==> config.mk <==
export PLATFORM = sky130hd
export DESIGN_NAME = dff_frame_deser
export DESIGN_NICKNAME = d
export VERILOG_FILES = /design/src/rtl/dff_frame_deser.sv
export SDC_FILE = /design/constraint.sdc
export NUM_CORES = 1
export LEC_CHECK = 0
export BUFFER_PORTS_ARGS = -buffer_cell sky130_fd_sc_hd__buf_2
export CAP_MARGIN = 30
export CORE_ASPECT_RATIO = 1.1
export CORE_MARGIN = 8
export CORE_UTILIZATION = 59
export DETAILED_ROUTE_END_ITERATION = 12
export PLACE_DENSITY = 0.81
export SETUP_SLACK_MARGIN = 0.4
export SLEW_MARGIN = 20
export SYNTH_ARGS = -nofsm -noshare
export SYNTH_HDL_FRONTEND = slang
export SYNTH_SLANG_ARGS = --single-unit
export TNS_END_PERCENT = 50
==> constraint.sdc <==
create_clock -name clk -period 2.7 [get_ports clk]
set_input_delay 0.27 -clock clk [delete_from_list [all_inputs] [get_ports clk]]
set_output_delay 0.27 -clock clk [all_outputs]
set_load 0.02 [all_outputs]
==> src/rtl/dff_frame_deser.sv <==
// Serial frame receiver: hunts for a sync pattern, shifts in an MSB-first payload,
// optionally checks even parity and presents the word on a valid/ready port.
module dff_frame_deser #(
  parameter int                DATA_W    = 8,
  parameter int                SYNC_W    = 4,
  parameter logic [SYNC_W-1:0] SYNC_PAT  = 4'b1011,
  parameter bit                PARITY_EN = 1'b1
) (
  input  logic              clk,
  input  logic              i_rst,
  input  logic              i_en,
  input  logic              i_din,
  input  logic              i_ready,
  output logic [DATA_W-1:0] o_data,
  output logic              o_valid,
  output logic              o_par_err,
  output logic              o_ovf,
  output logic              o_busy
);

  localparam int FILL_W = $clog2(SYNC_W + 1);
  localparam int CNT_W  = $clog2(DATA_W);
  localparam logic [FILL_W-1:0] FILL_MAX = FILL_W'(SYNC_W);
  localparam logic [CNT_W-1:0]  CNT_LAST = CNT_W'(DATA_W - 1);

  typedef enum logic [1:0] {HUNT, DATA, PAR} state_e;

  state_e              state_q, state_d;
  logic [SYNC_W-1:0]   hist_q, hist_d, histShift;
  logic [FILL_W-1:0]   fill_q, fill_d, fillInc;
  logic [CNT_W-1:0]    bitCnt_q, bitCnt_d;
  logic [DATA_W-1:0]   shift_q, shift_d;
  logic [DATA_W-1:0]   data_q, data_d;
  logic                valid_q, valid_d;
  logic                parErr_q, parErr_d;
  logic                ovf_q, ovf_d;
  logic                frameDone;
  logic                frameParErr;
  logic [DATA_W-1:0]   frameData;

  always_ff @(posedge clk or posedge i_rst) begin
    if (i_rst) begin
      state_q <= HUNT;
    end else begin
      state_q <= state_d;
    end
  end

  always_ff @(posedge clk or posedge i_rst) begin
    if (i_rst) begin
      hist_q   <= '0;
      fill_q   <= '0;
      bitCnt_q <= '0;
      shift_q  <= '0;
      data_q   <= '0;
      valid_q  <= 1'b0;
      parErr_q <= 1'b0;
      ovf_q    <= 1'b0;
    end else begin
      hist_q   <= hist_d;
      fill_q   <= fill_d;
      bitCnt_q <= bitCnt_d;
      shift_q  <= shift_d;
      data_q   <= data_d;
      valid_q  <= valid_d;
      parErr_q <= parErr_d;
      ovf_q    <= ovf_d;
    end
  end

  // Fill count guards against matching on the zeros left in history after a restart.
  always_comb begin
    state_d     = state_q;
    hist_d      = hist_q;
    fill_d      = fill_q;
    bitCnt_d    = bitCnt_q;
    shift_d     = shift_q;
    frameDone   = 1'b0;
    frameData   = shift_q;
    frameParErr = 1'b0;
    histShift   = {hist_q[SYNC_W-2:0], i_din};
    fillInc     = (fill_q == FILL_MAX) ? FILL_MAX : fill_q + 1'b1;

    if (i_en) begin
      case (state_q)
        HUNT: begin
          hist_d = histShift;
          fill_d = fillInc;
          if (fillInc == FILL_MAX && histShift == SYNC_PAT) begin
            state_d  = DATA;
            bitCnt_d = '0;
          end
        end
        DATA: begin
          shift_d  = {shift_q[DATA_W-2:0], i_din};
          bitCnt_d = bitCnt_q + 1'b1;
          if (bitCnt_q == CNT_LAST) begin
            bitCnt_d = '0;
            if (PARITY_EN) begin
              state_d = PAR;
            end else begin
              frameDone = 1'b1;
              frameData = {shift_q[DATA_W-2:0], i_din};
            end
          end
        end
        PAR: begin
          frameDone   = 1'b1;
          frameParErr = ^{shift_q, i_din};
        end
        default: state_d = HUNT;
      endcase
    end

    if (frameDone) begin
      state_d = HUNT;
      hist_d  = '0;
      fill_d  = '0;
    end
  end

  // A completed frame may reuse the output register on the same edge it is drained.
  always_comb begin
    data_d   = data_q;
    parErr_d = parErr_q;
    valid_d  = valid_q;
    ovf_d    = 1'b0;
    if (frameDone) begin
      if (!valid_q || i_ready) begin
        data_d   = frameData;
        parErr_d = frameParErr;
        valid_d  = 1'b1;
      end else begin
        ovf_d = 1'b1;
      end
    end else if (valid_q && i_ready) begin
      valid_d = 1'b0;
    end
  end

  always_comb begin
    o_data    = data_q;
    o_valid   = valid_q;
    o_par_err = parErr_q;
    o_ovf     = ovf_q;
    o_busy    = (state_q == DATA) || (state_q == PAR);
  end

endmodule

# [Word-level counts from Yosys, hierarchy flattened]
# Cells that the tools add are included.
# Widths: inputs -> output; s select.
[word_totals] elab_cells=63 inputBits=5 register_bits=30
[classes] mux=24 n_eq_ne=11 addsub=2 n_reduce_logical=17
[op_table] cell="$mux 3" n=9
[op_table] cell="$eq 3x3->1 const B" n=3
[op_table] cell="$mux 1" n=9
[op_table] cell="$reduce_xor 9->1" n=1
[op_table] cell="$mux 2" n=4
[op_table] cell="$reduce_and 2->1" n=4
[op_table] cell="$reduce_bool 2->1" n=4
[op_table] cell="$add 3x1->3 const B" n=2
[op_table] cell="$ne 3x3->1 const B" n=2
[op_table] cell="$pmux 2 s3" n=1
[op_table] cell="$pmux 3 s2" n=1
[op_table] cell="$eq 4x4->1 const B" n=1
[op_table] cell="$ne 2x2->1 const B" n=2
[op_table] cell="$reduce_and 4->1" n=1
[op_table] cell="$reduce_and 3->1" n=1
[op_table] cell="$eq 2x1->1 const B" n=1
[op_table] cell="$eq 2x2->1 const B" n=1
[op_table] cell="$logic_and 1x1->1" n=2
[op_table] cell="$logic_not 2->1" n=1
[op_table] cell="$logic_or 1x1->1" n=2
[op_table] cell="$ne 2x1->1 const B" n=1
[op_table] cell="$logic_not 1->1" n=1

# [Logic depth before layout (Yosys ltp)]
[depth] word_depth=8 depth_mapped=7 mapped_depth_nobuf=7

# [Least setup slack after synthesis]
# Ideal clock, no wire load.
[synth_timing] kind="flip-flop to flip-flop" from="reg fill_q[0]" to="reg bitCnt_q[0]" path_buffers=0 path_slack_ns=1.081 setup_time_ns=0.121 required_ns=2.579 t_arrival_ns=1.498 path_stages_with_launch=8 cell_sequence="dfrtp_1 inv_1 ha_1 nor2_1 nand4_1 a21oi_1 o21ai_0 a22o_1"
[synth_via] elab_chain_cells=6
[synth_rtl] element="start, declared" line_no="30" source="logic [FILL_W-1:0] fill_q, fill_d, fillInc;"
[synth_rtl] element="start signal, assigned" line_no="61" source="fill_q <= fill_d;"
[synth_rtl] element="$add 3x1->3 or $eq 3x3->1 (tied branches)" line_no="82" source="fillInc = (fill_q == FILL_MAX) ? FILL_MAX : fill_q + 1'b1;"
[synth_rtl] element="$mux 3 (*)" line_no="82"
[synth_rtl] element="$eq 3x3->1 (*)" line_no="89" source="if (fillInc == FILL_MAX && histShift == SYNC_PAT) begin"
[synth_rtl] element="$logic_and 1x1->1 (*)" line_no="89"
[synth_rtl] element="$ne 2x2->1 (no line) (*)"
[synth_rtl] element="$reduce_and 3->1 (no line) (*)"
[synth_rtl] element="end signal, assigned" line_no="62" source="bitCnt_q <= bitCnt_d;"
[synth_rtl] element="end, declared" line_no="31" source="logic [CNT_W-1:0] bitCnt_q, bitCnt_d;"
# Mark *: on every way between the ends. The rest lies on a longest branch, timed or not.
# A chain may end at the register's enable or synchronous reset.

# [Worst setup path after layout]
# Same ends and word-level chain as after synthesis.

==> out/qor.txt <==
Sequential fraction of the synthesis area -> 0.530
Routed via count -> 949
Synthesized area -> 1420 um^2
Total track usage -> 0.139
RSZ-0062 raised after global routing -> false
Post-DRT Antenna Nets -> 0
Mean Syn Cell Area -> 12.1 um^2
Num CTS Buffers -> 5
IR drop worst, VDD -> 0.000532 V
Worst-Skew Late Latency -> 0.33 ns
First-pass GRT wire length -> 4.46 mm
Vias in the first global route -> 982
Post-CTS Setup Bufs -> 0
Nets -> 152
Max Slew Vio Count -> 0
Internal power -> 830 uW
Fraction of layout cells with a size suffix above 1 -> 0.298
Reg clk slew, reported paths -> 0.09 ns
Initial Utilization -> 0.629
Num rows -> 18
Worst setup margin -> 0.824 ns
Drt via density -> 5.55
Final hold violation count -> 0
Synthesis-stage register bit count -> 30
CTS H-tree lvls -> 2
Power Total -> 1.27 mW
CTS resizes -> 0
Pre-CTS setup slack -> 0.860 ns
Total gr overflow -> 0
Sequential cell area -> 751 um^2
Sequential share of power -> 0.466
Area of the multi-input gates -> 616 um^2
NetSw -> 436 uW
Ant diodes -> 0
Max-cap viol count -> 0
Initial antenna violation count -> 0
Worst setup EP type -> register
Leak -> 0.864 nW
TritonCTS clock tree -> yes
Sinks on Clock Net -> 30
Worst path required time -> 2.92 ns
Final setup vio count -> 0
CP Max Fanout -> 6
Worst rel slew slack -> 0.701
Die width -> 62.7 um
Critical path arrival -> 2.10 ns
Min cycle time layout -> 1.88 ns
Pin count of the biggest net entering global routing -> 31
DIE HEIGHT -> 67.4 um
DIE AREA -> 4230 um^2
Area Growth Syn to Fin -> 13.3%
Final wirelength -> 2.67 mm
# hold bufs at CTS -> 1
Starting DRC count in detailed routing -> 28
Pwr dens -> 788 nW/um^2
I/O pin cnt -> 17
Netlist cell types -> 29
Crit path from -> fill_q[0]
Fin Hold WS -> 0.229 ns
CP Launch Type -> register
Post-route DRC -> 0
Clock Path Buffers -> 2
IO Port Bufs -> 16
Worst clock skew -> 0.00666 ns
Outcome -> finished clean
Root Buffer -> clkbuf_4
Worst-Margin Slew -> 0.444 ns
Sw frac -> 0.344
Worst hold path type -> in2reg
DP HPWL -> 1.97 mm
Comb pwr share -> 0.318
Setup_tns -> 0 ns
Clk network pwr share -> 0.217
Synth Instances -> 117
Final estimated routing congestion in global placement -> 0.820
Kind of critical path -> reg2reg
Syn Nets -> 129
1st-pass router iterations -> 4
Fmax -> 0.533 GHz
Final Cycle Share -> 0.695
Avg WL per Cell -> 15.6 um
Core box area -> 2250 um^2
Hold_sp -> i_din
YS warnings -> 0
Fillers -> 175
FF-to-FF Start -> fill_q[0]
[registers in the layout, summed over array words and instances (netlist names), 2 cells and up]
register  count
state_q       2
bitCnt_q      3
hist_q        3
o_data        8
shift_q       8
fill_q        3
[stage by stage]
step            util  cells  instance area, um^2
6_report       0.713    171                 1610
5_1_grt        0.713    171                 1610
4_1_cts        0.713    171                 1610
3_5_place_dp   0.682    162                 1540
3_3_place_gp   0.682    162                 1540
2_1_floorplan      -    117                 1420
[area by class of cell]
class                      count  area share
inverter                      10      0.0234
tap                           30      0.0234
timing repair buffer          19      0.0654
clock buffer                   7      0.0343
clock inverter                 1     0.00312
sequential                    30       0.467
multi-input combinational     74       0.383
[cell usage after synthesis, drive strengths merged]
cell | instances | share of area
buf | 2 | 0.0071
a21oi | 5 | 0.018
nand2b | 2 | 0.0088
o311ai | 1 | 0.0062
o31ai | 1 | 0.0053
mux2 | 17 | 0.14
a32o | 2 | 0.014
ha | 7 | 0.062
xnor2 | 6 | 0.037
o21ai | 6 | 0.021
dfrtp | 30 | 0.53
nor3b | 1 | 0.0053
or3 | 1 | 0.0044
o311a | 1 | 0.0071
inv | 10 | 0.026
clkbuf | 1 | 0.0026
and3 | 1 | 0.0044
nor2b | 2 | 0.0088
a22o | 4 | 0.025
o22ai | 1 | 0.0044
nand2 | 5 | 0.013
nand3b | 1 | 0.0053
nand4 | 1 | 0.0044
nor2 | 3 | 0.0079
o21a | 2 | 0.011
a31oi | 1 | 0.0044
a41o | 1 | 0.0071
xor2 | 2 | 0.012
[power groups by stage]
stage / clock network (mW) / registers (mW) / logic [mW]
after floorplan: 0 / 0.577 / 0.323
after global placement: 0 / 0.592 / 0.375
after detailed placement: 0 / 0.595 / 0.401
after CTS: 0.281 / 0.589 / 0.406
after global routing: 0.299 / 0.600 / 0.445
final: 0.274 / 0.589 / 0.402
[cells by family (layout without fill, tap and decap cells)]
| kind of cell | count (synthesis) | after routing | synth area share |
|---|---|---|---|
| adders and majority gates | 7 | 7 | 0.0618 |
| DFF | 30 | 30 | 0.530 |
| buffers and inverters | 13 | 37 | 0.0362 |
| xor gates and xnor gates | 8 | 8 | 0.0494 |
| muxes | 17 | 17 | 0.138 |
| and+or+nand+nor | 17 | 17 | 0.0627 |
| AOI/OAI and AO/OA | 25 | 25 | 0.123 |
[critical path, cell delays in order, from the launching register on]
cell	delay (ns)
dfrtp_1	0.44
inv_1	0.06
ha_1	0.30
nor2_1	0.11
nand4_1	0.10
a21oi_1	0.26
o21ai_0	0.22
a22o_1	0.28
[layout by cell type, fill, tap and decap left out, types with 3 or more instances in the layout]
master / instances
buf_2: 16
mux2_2: 16
dfrtp_1: 30
inv_1: 10
a22o_1: 4
ha_1: 7
clkbuf_4: 5
o21ai_0: 6
xnor2_1: 6
nand2_1: 5
a21oi_1: 5
nor2_1: 3
[per-layer routing]
| metal | wire [um] | GRT usage | part of all wire | vias to the layer above |
|---|---|---|---|---|
| met5 | 0 | 0 | 0 | - |
| met2 | 1340 | 0.252 | 0.50 | 21 |
| met4 | 61 | 0.0855 | 0.023 | 0 |
| met1 | 1140 | 0.135 | 0.43 | 459 |
| met3 | 133 | 0.0497 | 0.050 | 9 |
| li1 | - | - | - | 460 |
[path summary, 6_finish.rpt]
| path | slack (ns) | cells past startpoint | endpoint |
|---|---|---|---|
| setup / recovery | 0.82 | 7 | bitCnt_q[0] |
| hold / removal | 0.23 | 2 | hist_q[0] |
| setup reg to reg | 0.82 | 7 | bitCnt_q[0] |
| hold reg to reg | 0.50 | 2 | hist_q[2] |
| max in group asynchronous | 1.89 | 4 | o_data[3] |
| min in group asynchronous | 0.54 | 4 | fill_q[0] |
Power figures use the tool's default switching activity.
